==> config.mk <==
export PLATFORM = sky130hd
export DESIGN_NAME = wb_ram_arbiter
export DESIGN_NICKNAME = d
export VERILOG_FILES = /design/src/rtl/wb_pkg.sv /design/src/rtl/wb_rr_arbiter2.sv /design/src/rtl/wb_ram_arbiter.sv
export SDC_FILE = /design/constraint.sdc
export NUM_CORES = 1
export LEC_CHECK = 0
export ABC_AREA = 1
export CORE_AREA = 2 2 123 125
export CTS_CLUSTER_SIZE = 14
export DETAILED_ROUTE_END_ITERATION = 8
export DIE_AREA = 0 0 125 127
export SLEW_MARGIN = 10
export SYNTH_ARGS = -nofsm -noshare
export SYNTH_HDL_FRONTEND = slang
export SYNTH_SLANG_ARGS = --single-unit
==> constraint.sdc <==
create_clock -name wb_clk_i -period 1.06 [get_ports wb_clk_i]
set_input_delay 0.106 -clock wb_clk_i [delete_from_list [all_inputs] [get_ports wb_clk_i]]
set_output_delay 0.106 -clock wb_clk_i [all_outputs]
set_load 0.1 [all_outputs]
==> src/rtl/wb_pkg.sv <==
// Shared Wishbone definitions for the OpenRAM port arbiter.
// Holds bus widths, the timeout counter width and the arbiter state encoding.
package wb_pkg;

  localparam int unsigned ADR_W  = 32;
  localparam int unsigned DAT_W  = 32;
  localparam int unsigned SEL_W  = 4;
  localparam int unsigned WAIT_W = 8;

  typedef enum logic [1:0] {
    ST_IDLE = 2'd0,
    ST_OWN0 = 2'd1,
    ST_OWN1 = 2'd2
  } arb_state_e;

endpackage

==> src/rtl/wb_rr_arbiter2.sv <==
// Two-way round-robin grant with lock for a shared Wishbone slave.
// Ports:
//   clk_i, rst_i   : clock, asynchronous active-high reset
//   req_i[1:0]     : per-master request (cyc & stb)
//   cyc_i[1:0]     : per-master cycle, holds the grant while high
//   grant_o[1:0]   : one-hot owner decoded from the state register, 00 when idle
module wb_rr_arbiter2
  import wb_pkg::*;
(
  input  logic       clk_i,
  input  logic       rst_i,
  input  logic [1:0] req_i,
  input  logic [1:0] cyc_i,
  output logic [1:0] grant_o
);

  arb_state_e state_q, state_d;
  logic       last_q, last_d;

  // State and last-served register; last starts at 1 so m0 wins the first tie
  always_ff @(posedge clk_i or posedge rst_i) begin
    if (rst_i) begin
      state_q <= ST_IDLE;
      last_q  <= 1'b1;
    end else begin
      state_q <= state_d;
      last_q  <= last_d;
    end
  end

  // Next-state: grant only from IDLE, release when the owner drops cyc
  always_comb begin
    state_d = state_q;
    last_d  = last_q;
    case (state_q)
      ST_IDLE: begin
        if (req_i[0] && req_i[1]) begin
          state_d = last_q ? ST_OWN0 : ST_OWN1;
        end else if (req_i[0]) begin
          state_d = ST_OWN0;
        end else if (req_i[1]) begin
          state_d = ST_OWN1;
        end
      end
      ST_OWN0: begin
        if (!cyc_i[0]) begin
          state_d = ST_IDLE;
          last_d  = 1'b0;
        end
      end
      ST_OWN1: begin
        if (!cyc_i[1]) begin
          state_d = ST_IDLE;
          last_d  = 1'b1;
        end
      end
      default: state_d = ST_IDLE;
    endcase
  end

  // One-hot grant decode
  always_comb begin
    grant_o = 2'b00;
    case (state_q)
      ST_OWN0: grant_o = 2'b01;
      ST_OWN1: grant_o = 2'b10;
      default: grant_o = 2'b00;
    endcase
  end

endmodule

==> src/rtl/wb_ram_arbiter.sv <==
// Two-master Wishbone arbiter in front of the OpenRAM wrapper port.
// Round-robin grant held for a whole cycle, combinational slave mux and
// return path, and a stall timeout that error-terminates the owner.
// Ports:
//   wb_clk_i, wb_rst_i      : clock, asynchronous active-high reset
//   m0_*/m1_* inputs        : master cyc/stb/we/sel/adr/dat
//   m0_*/m1_* outputs       : ack/err/read data back to each master
//   s_* outputs / s_*_i     : request to and response from the OpenRAM wrapper
//   grant_o                 : one-hot current owner, 00 when idle
module wb_ram_arbiter
  import wb_pkg::*;
#(
  parameter int unsigned TIMEOUT = 255
) (
`ifdef USE_POWER_PINS
  inout  wire              vccd1,
  inout  wire              vssd1,
`endif
  input  logic             wb_clk_i,
  input  logic             wb_rst_i,
  input  logic             m0_cyc_i,
  input  logic             m0_stb_i,
  input  logic             m0_we_i,
  input  logic [SEL_W-1:0] m0_sel_i,
  input  logic [ADR_W-1:0] m0_adr_i,
  input  logic [DAT_W-1:0] m0_dat_i,
  output logic             m0_ack_o,
  output logic             m0_err_o,
  output logic [DAT_W-1:0] m0_dat_o,
  input  logic             m1_cyc_i,
  input  logic             m1_stb_i,
  input  logic             m1_we_i,
  input  logic [SEL_W-1:0] m1_sel_i,
  input  logic [ADR_W-1:0] m1_adr_i,
  input  logic [DAT_W-1:0] m1_dat_i,
  output logic             m1_ack_o,
  output logic             m1_err_o,
  output logic [DAT_W-1:0] m1_dat_o,
  output logic             s_cyc_o,
  output logic             s_stb_o,
  output logic             s_we_o,
  output logic [SEL_W-1:0] s_sel_o,
  output logic [ADR_W-1:0] s_adr_o,
  output logic [DAT_W-1:0] s_dat_o,
  input  logic             s_ack_i,
  input  logic [DAT_W-1:0] s_dat_i,
  output logic [1:0]       grant_o
);

  logic [1:0]        req;
  logic [1:0]        cyc;
  logic              own_cyc;
  logic              own_stb;
  logic              timeout_hit;
  logic [WAIT_W-1:0] wait_cnt_q, wait_cnt_d;
  logic              abort_q, abort_d;
  logic [1:0]        err_q, err_d;

  assign req = {m1_cyc_i & m1_stb_i, m0_cyc_i & m0_stb_i};
  assign cyc = {m1_cyc_i, m0_cyc_i};

  wb_rr_arbiter2 u_arb (
    .clk_i   (wb_clk_i),
    .rst_i   (wb_rst_i),
    .req_i   (req),
    .cyc_i   (cyc),
    .grant_o (grant_o)
  );

  // Slave mux and return path; abort masks both the strobe and any late ack
  always_comb begin
    s_cyc_o  = 1'b0;
    s_stb_o  = 1'b0;
    s_we_o   = 1'b0;
    s_sel_o  = '0;
    s_adr_o  = '0;
    s_dat_o  = '0;
    own_cyc  = 1'b0;
    own_stb  = 1'b0;
    m0_ack_o = 1'b0;
    m1_ack_o = 1'b0;
    m0_dat_o = '0;
    m1_dat_o = '0;
    if (grant_o[0]) begin
      s_cyc_o  = m0_cyc_i;
      s_stb_o  = m0_stb_i & ~abort_q;
      s_we_o   = m0_we_i;
      s_sel_o  = m0_sel_i;
      s_adr_o  = m0_adr_i;
      s_dat_o  = m0_dat_i;
      own_cyc  = m0_cyc_i;
      own_stb  = m0_stb_i;
      m0_ack_o = s_ack_i & ~abort_q;
      m0_dat_o = s_dat_i;
    end else if (grant_o[1]) begin
      s_cyc_o  = m1_cyc_i;
      s_stb_o  = m1_stb_i & ~abort_q;
      s_we_o   = m1_we_i;
      s_sel_o  = m1_sel_i;
      s_adr_o  = m1_adr_i;
      s_dat_o  = m1_dat_i;
      own_cyc  = m1_cyc_i;
      own_stb  = m1_stb_i;
      m1_ack_o = s_ack_i & ~abort_q;
      m1_dat_o = s_dat_i;
    end
  end

  // Strobe still unanswered after TIMEOUT counted wait cycles
  assign timeout_hit = s_stb_o & ~s_ack_i & (wait_cnt_q == WAIT_W'(TIMEOUT));

  // Wait counter, abort flag and one-cycle error pulse for the owner
  always_comb begin
    wait_cnt_d = wait_cnt_q;
    abort_d    = abort_q;
    err_d      = 2'b00;
    if (!s_stb_o || s_ack_i || !own_cyc || timeout_hit) begin
      wait_cnt_d = '0;
    end else begin
      wait_cnt_d = wait_cnt_q + WAIT_W'(1);
    end
    if (timeout_hit) begin
      abort_d = 1'b1;
      err_d   = grant_o;
    end else if (!own_stb) begin
      // Owner released its strobe (or nobody owns the bus): abort is over
      abort_d = 1'b0;
    end
  end

  always_ff @(posedge wb_clk_i or posedge wb_rst_i) begin
    if (wb_rst_i) begin
      wait_cnt_q <= '0;
      abort_q    <= 1'b0;
      err_q      <= 2'b00;
    end else begin
      wait_cnt_q <= wait_cnt_d;
      abort_q    <= abort_d;
      err_q      <= err_d;
    end
  end

  assign m0_err_o = err_q[0];
  assign m1_err_o = err_q[1];

endmodule

==> results of run 1 <==
Yosys cell counts, types with 3 or more instances:
cell / count / share of area, %
a22o_1: 69 / 34
buf_2: 14 / 3.9
clkbuf_1: 6 / 1.3
dfrtp_1: 13 / 18
inv_1: 44 / 9.3
inv_2: 4 / 0.84
nand2_1: 21 / 4.4
nand3_1: 4 / 1.1
nand4_1: 3 / 1.1
nor2_1: 81 / 17
o21ai_0: 3 / 0.84
o21bai_1: 3 / 1.3
logic make-up after synthesis:
family / Yosys count
flip-flops: 14
adder cells (fa/ha/maj): 1
buffers and inverters: 68
AND/OR/NAND/NOR: 114
XOR/XNOR: 4
AO/OA/AOI/OAI: 76
per-stage QoR:
step | power [mW] | setup WS (ns) | setup TNS (ns)
floorplan | 17.0 | -0.553 | -58.97
global placement | 26.2 | -0.351 | -46.29
detailed placement | 26.3 | -0.435 | -51.01
CTS | 27.5 | -0.597 | -78.94
global route | 28.4 | -0.652 | -87.78
finish | 27.8 | -0.615 | -80.99
final timing paths:
check                                   end  cells after the start              from
setup / recovery                 s_adr_o[8]                      6  u_arb.state_q[1]
hold / removal                      abort_q                      2          wb_rst_i
setup reg to reg              wait_cnt_q[7]                      8  u_arb.state_q[1]
hold reg to reg                u_arb.last_q                      2      u_arb.last_q
max in group asynchronous  u_arb.state_q[0]                      3          wb_rst_i
min in group wb_clk_i          u_arb.last_q                      2      u_arb.last_q
per-layer routing:
metal  GRT usage, %  up-vias  routed length, um  share of wire (%)
met5              0        -                  0                  0
met2           34.4      196               8390                 57
met3           4.36       13               1230                8.4
met4           3.14        0                233                1.6
li1               -     1641                  -                  -
met1           17.9     1564               4810                 33
cell type report:
type                    count  area [um^2]
multi-input cells         195         2340
clock buffers               4         88.8
well taps                 184          230
repair buffers            369         5310
inverters                  48          193
fillers                  1099         5900
flip-flops and latches     14          354
registers in the layout, summed over array words and instances, names as in the netlist:
| register | count |
|---|---|
| err_q | 2 |
| u_arb.last_q | 1 |
| u_arb.state_q | 2 |
| wait_cnt_q | 8 |
| abort_q | 1 |
where the power goes:
part / internal (mW) / switching (mW)
sequential: 0.606 / 0.0674
combinational: 10.1 / 16.2
clock: 0.571 / 0.210
total: 11.3 / 16.5
what timing repair did:
action                     CTS  global route
pin swaps                    2             7
gates cloned                 1             2
setup endpoints to repair  152           153
resized for setup           11            23
buffers inserted             4             6
==> results.json, run 1 <==
{
  "status": "finished, violations left",
  "violations": "negative setup slack",
  "synthMuxAreaShare_pct": 0,
  "boundaryPins": 318,
  "place_inst": 797,
  "grt_max_degree": 19,
  "avgSynthCellArea_um2": 6.45,
  "synth_top_family_by_area": "compound AO/OA/AOI/OAI gates",
  "cts_made_buffers": 3,
  "report.final.slew_viol_count": 0,
  "cts_tree": "done",
  "num_vias": 3414,
  "holdWs_ns": 0.121,
  "syn_area_um2": 1790,
  "slowest_delay_ns": 0.44,
  "ant_nets": 0,
  "relSlewSlack_pct": 78.2,
  "power_density_nw_per_um2": 3260,
  "synth_compound_area_share_pct": 36.2,
  "io_buffer_count": 317,
  "dieArea_um2": 15900,
  "root_buffer": "clkbuf_16",
  "peakVddDrop_uv": 1880,
  "layout_common_cells": "176 x clkdlybuf4s50_1, 158 x buf_12, 69 x a22o_4",
  "start_kind": "register",
  "cp_top_family": "buffers and inverters",
  "min_path_type": "input port to asynchronous set/reset pin",
  "antenna_cells": 0,
  "post-route-min-period_ns": 1.68,
  "drt-total-wl_um": 14700,
  "max_cap_viol_count": 0,
  "fmaxAchievable_ghz": 0.597,
  "critPathMaxFanout": 15,
  "syn_to_final_growth_pct": 377,
  "dp_hpwl_um": 12900,
  "gp_congestion": 0.823,
  "grt_pass1_vias": 3603,
  "cp-end-kind": "primary output",
  "slowest_stage": "dfrtp_2",
  "synth_xor_area_share_pct": 1.96,
  "floorplan.initialDensity_pct": 12.4,
  "gr-total-overflow": 0,
  "finalCritPeriodShare_pct": 158,
  "yosys.area_share.simple_pct": 26.1,
  "crit_arrival_ns": 1.57,
  "nNetsFinal": 809,
  "critPathKind": "register to primary output",
  "critical_path.cell_chain": "inv_2 -> nor2_4 -> buf_12 -> buf_16 -> a22o_4 -> buf_12",
  "insertion_delay_ns": 0.24,
  "synth_edf_count": 0,
  "synth_nets": 455,
  "grt_pass1_wl_um": 21400,
  "synth-seq-cells": 14,
  "synth_fa_ha_area_share_pct": 0.701,
  "cp_num_buf_inv": 4,
  "synth_ff_type": "dfrtp_1",
  "worst_slack_ns": -0.615,
  "placed_cell_area_um2": 8160,
  "design_area_um2": 8520,
  "num_rows": 44,
  "layout_commonest_cell": "clkdlybuf4s50_1",
  "ys_seq_area_share_pct": 19.7,
  "ctsHoldBuffers": 0,
  "cpMostUsedCell": "buf_12",
  "fp.dieW_um": 125,
  "ys_types": 20,
  "syn_inst": 277,
  "drive_gt1_share_pct": 56.0,
  "finalSetupViolCount": 152,
  "p_leak_nw": 3.63,
  "clock_path_buffers": 2,
  "reg2reg_slack_ns": -0.32,
  "clk_pin_slew_ns": 0.05,
  "final_cells": 814,
  "htree_num_levels": 1,
  "drt_iter0_markers": 44,
  "fin_util_pct": 59.1,
  "die_y_um": 127,
  "drc": 0,
  "yosys_warnings": 0,
  "final.setup_skew_ns": 0.00579,
  "grt_antenna_before_repair": 0,
  "track_usage_pct": 17.1,
  "required_ns": 0.95,
  "vias_per_cell": 4.19,
  "async_flop_share_pct": 100,
  "worstMarginPinSlew_ns": 0.326,
  "drt_first_pass_iters": 5,
  "finalHoldViolations": 0,
  "routedWlPerCell_um": 18.0,
  "grt_setup_unrepaired": "true",
  "core-area_um2": 14400,
  "cts.sinks": 14
}
(Power assumes the default switching activity.)
==> run 2: changes to the inputs <==
==> constraint.sdc (replaced) <==
create_clock -name wb_clk_i -period 1.06 [get_ports wb_clk_i]
set_input_delay 0.265 -clock wb_clk_i [delete_from_list [all_inputs] [get_ports wb_clk_i]]
set_output_delay 0.265 -clock wb_clk_i [all_outputs]
set_load 0.1 [all_outputs]
==> run 2 against run 1 <==
Compared with the run above:
- critical endpoint is now m0_dat_o[19]
- critical path type unchanged
- fmax fell by 11%
- the run still ends with negative setup slack left
- register-to-register slack got worse by 0.19 ns
- die area did not move
- clock power rose by 2.9%
- final cell count rose by 1.7%
- clock skew fell by 0.0034 ns
- core utilization rose by 1.4 points
==> results.json, run 2 (same netlist as run 1, synthesis figures left out) <==
{
  "report.final.slew_viol_count": 0,
  "violations": "negative setup slack",
  "design_area_um2": 8720,
  "relSlewSlack_pct": 81.6,
  "placed_cell_area_um2": 8170,
  "routed.top_layer": "met4",
  "worstMarginPinSlew_ns": 0.275,
  "layout_commonest_cell": "clkdlybuf4s50_1",
  "htree_num_levels": 1,
  "drt-total-wl_um": 14500,
  "fillers": 1137,
  "place_inst": 805,
  "final_cells": 828,
  "root_buffer": "clkbuf_16",
  "slowest_stage": "dfrtp_1",
  "grt_max_degree": 20,
  "dp_hpwl_um": 12400,
  "r2r-start": "u_arb.state_q[1]",
  "start_kind": "register",
  "num_vias": 3545,
  "power_density_nw_per_um2": 3260,
  "cts_tree": "done",
  "grt_setup_unrepaired": "true",
  "cp-end-kind": "primary output",
  "p_leak_nw": 3.73,
  "gr-total-overflow": 0,
  "slowest_delay_ns": 0.40,
  "drt_iter0_markers": 47,
  "num_rows": 44,
  "clock_path_buffers": 2,
  "syn_to_final_growth_pct": 388,
  "peakVddDrop_uv": 2400,
  "vias_per_cell": 4.28,
  "largest_reg_flops": 8,
  "finalCritPeriodShare_pct": 177,
  "reg2reg_depth": 9,
  "required_ns": 0.79,
  "grt_pass1_wl_um": 22200,
  "wl_met3_um": 1010,
  "drive_gt1_share_pct": 57.5,
  "largest-register": "wait_cnt_q",
  "dieArea_um2": 15900,
  "worst_slack_ns": -0.821,
  "critPathKind": "register to primary output",
  "core-area_um2": 14400,
  "max_cap_viol_count": 0,
  "m1WireLength_um": 5080,
  "die_y_um": 127,
  "antenna_cells": 0,
  "ctsHoldBuffers": 0,
  "r2r_end": "wait_cnt_q[2]",
  "dr_wl_met2_um": 8270,
  "drt_first_pass_iters": 4,
  "finalHoldViolations": 0,
  "crit_arrival_ns": 1.62,
  "post-route-min-period_ns": 1.88,
  "clk_pin_slew_ns": 0.05,
  "finalSetupViolCount": 154,
  "grt_pass1_vias": 3964,
  "cts.sinks": 14,
  "fmaxAchievable_ghz": 0.532,
  "grt_antenna_before_repair": 0,
  "min_path_type": "input port to asynchronous set/reset pin",
  "track_usage_pct": 17.3,
  "boundaryPins": 318,
  "nNetsFinal": 823,
  "cts_made_buffers": 3,
  "reg_top3": "wait_cnt_q: 8 flops, err_q: 2 flops, u_arb.state_q: 2 flops",
  "routedWlPerCell_um": 17.5,
  "layout_common_cells": "173 x clkdlybuf4s50_1, 157 x buf_12, 69 x a22o_4",
  "critPathMaxFanout": 8,
  "status": "finished, violations left",
  "gp_congestion": 0.817,
  "ant_nets": 0,
  "insertion_delay_ns": 0.24,
  "floorplan.initialDensity_pct": 12.4,
  "reg2reg_slack_ns": -0.51,
  "drc": 0,
  "final.setup_skew_ns": 0.00236,
  "fp.dieW_um": 125,
  "io_buffer_count": 317,
  "critical_path.cell_chain": "buf_6 -> nor2_4 -> buf_8 -> inv_8 -> buf_12 -> nor2_4 -> buf_12"
}
run 2: final cells by class:
cell class	instances	area, um^2	area share (%)
Timing Repair Buffer	383	5490	63.0
Multi-Input combinational cell	195	2360	27.0
Sequential cell	14	354	4.06
Tap cell	184	230	2.64
Inverter	48	195	2.24
Clock buffer	4	88.8	1.02
run 2: where the power goes:
group	leakage [nW]	total (mW)	internal, mW	switching (mW)
clock	0.0442	0.804	0.573	0.232
sequential	0.187	0.652	0.600	0.0518
combinational	3.50	26.9	10.7	16.3
run 2: timing repair:
item,in CTS,in global routing
cloned,3,2
endpoints found under the setup margin,155,155
setup buffers,11,6
resized for setup,46,16
endpoints found under the hold margin,0,0
pin swaps,34,8
run 2: worst max-delay path by stage:
| stage | startpoint | to | cells after the start |
|---|---|---|---|
| global placement | u_arb.state_q[1] | s_adr_o[26] | 6 |
| floorplan | u_arb.state_q[0] | m0_ack_o | 4 |
| detailed placement | u_arb.state_q[1] | s_adr_o[26] | 6 |
| CTS | u_arb.state_q[1] | s_dat_o[6] | 7 |
| global route | u_arb.state_q[1] | m0_dat_o[19] | 7 |
| finish | u_arb.state_q[1] | m0_dat_o[19] | 7 |
run 2: per-layer routing:
metal	GRT usage, %	vias to the layer above
li1	-	1675
met1	18.8	1654
met2	35.3	204
met3	3.69	12
met4	1.90	0
met5	0	-
run 2: per-stage QoR:
stage	power [mW]	setup TNS [ns]	utilization (%)	setup WS [ns]	hold WS, ns
finish	28.4	-110.94	60.4	-0.821	0.381
global route	29.1	-120.32	60.4	-0.876	0.410
CTS	28.3	-113.84	59.5	-0.813	0.381
detailed placement	26.2	-76.60	56.6	-0.587	0.490
global placement	26.0	-73.14	56.6	-0.558	0.492
floorplan	17.0	-82.97	-	-0.715	0.153
run 2: critical path, delay by kind of cell, from the launching register on:
family,cells,cell delay (ns)
buffers and inverters,5,0.69
DFF,1,0.40
and+or+nand+nor,2,0.26
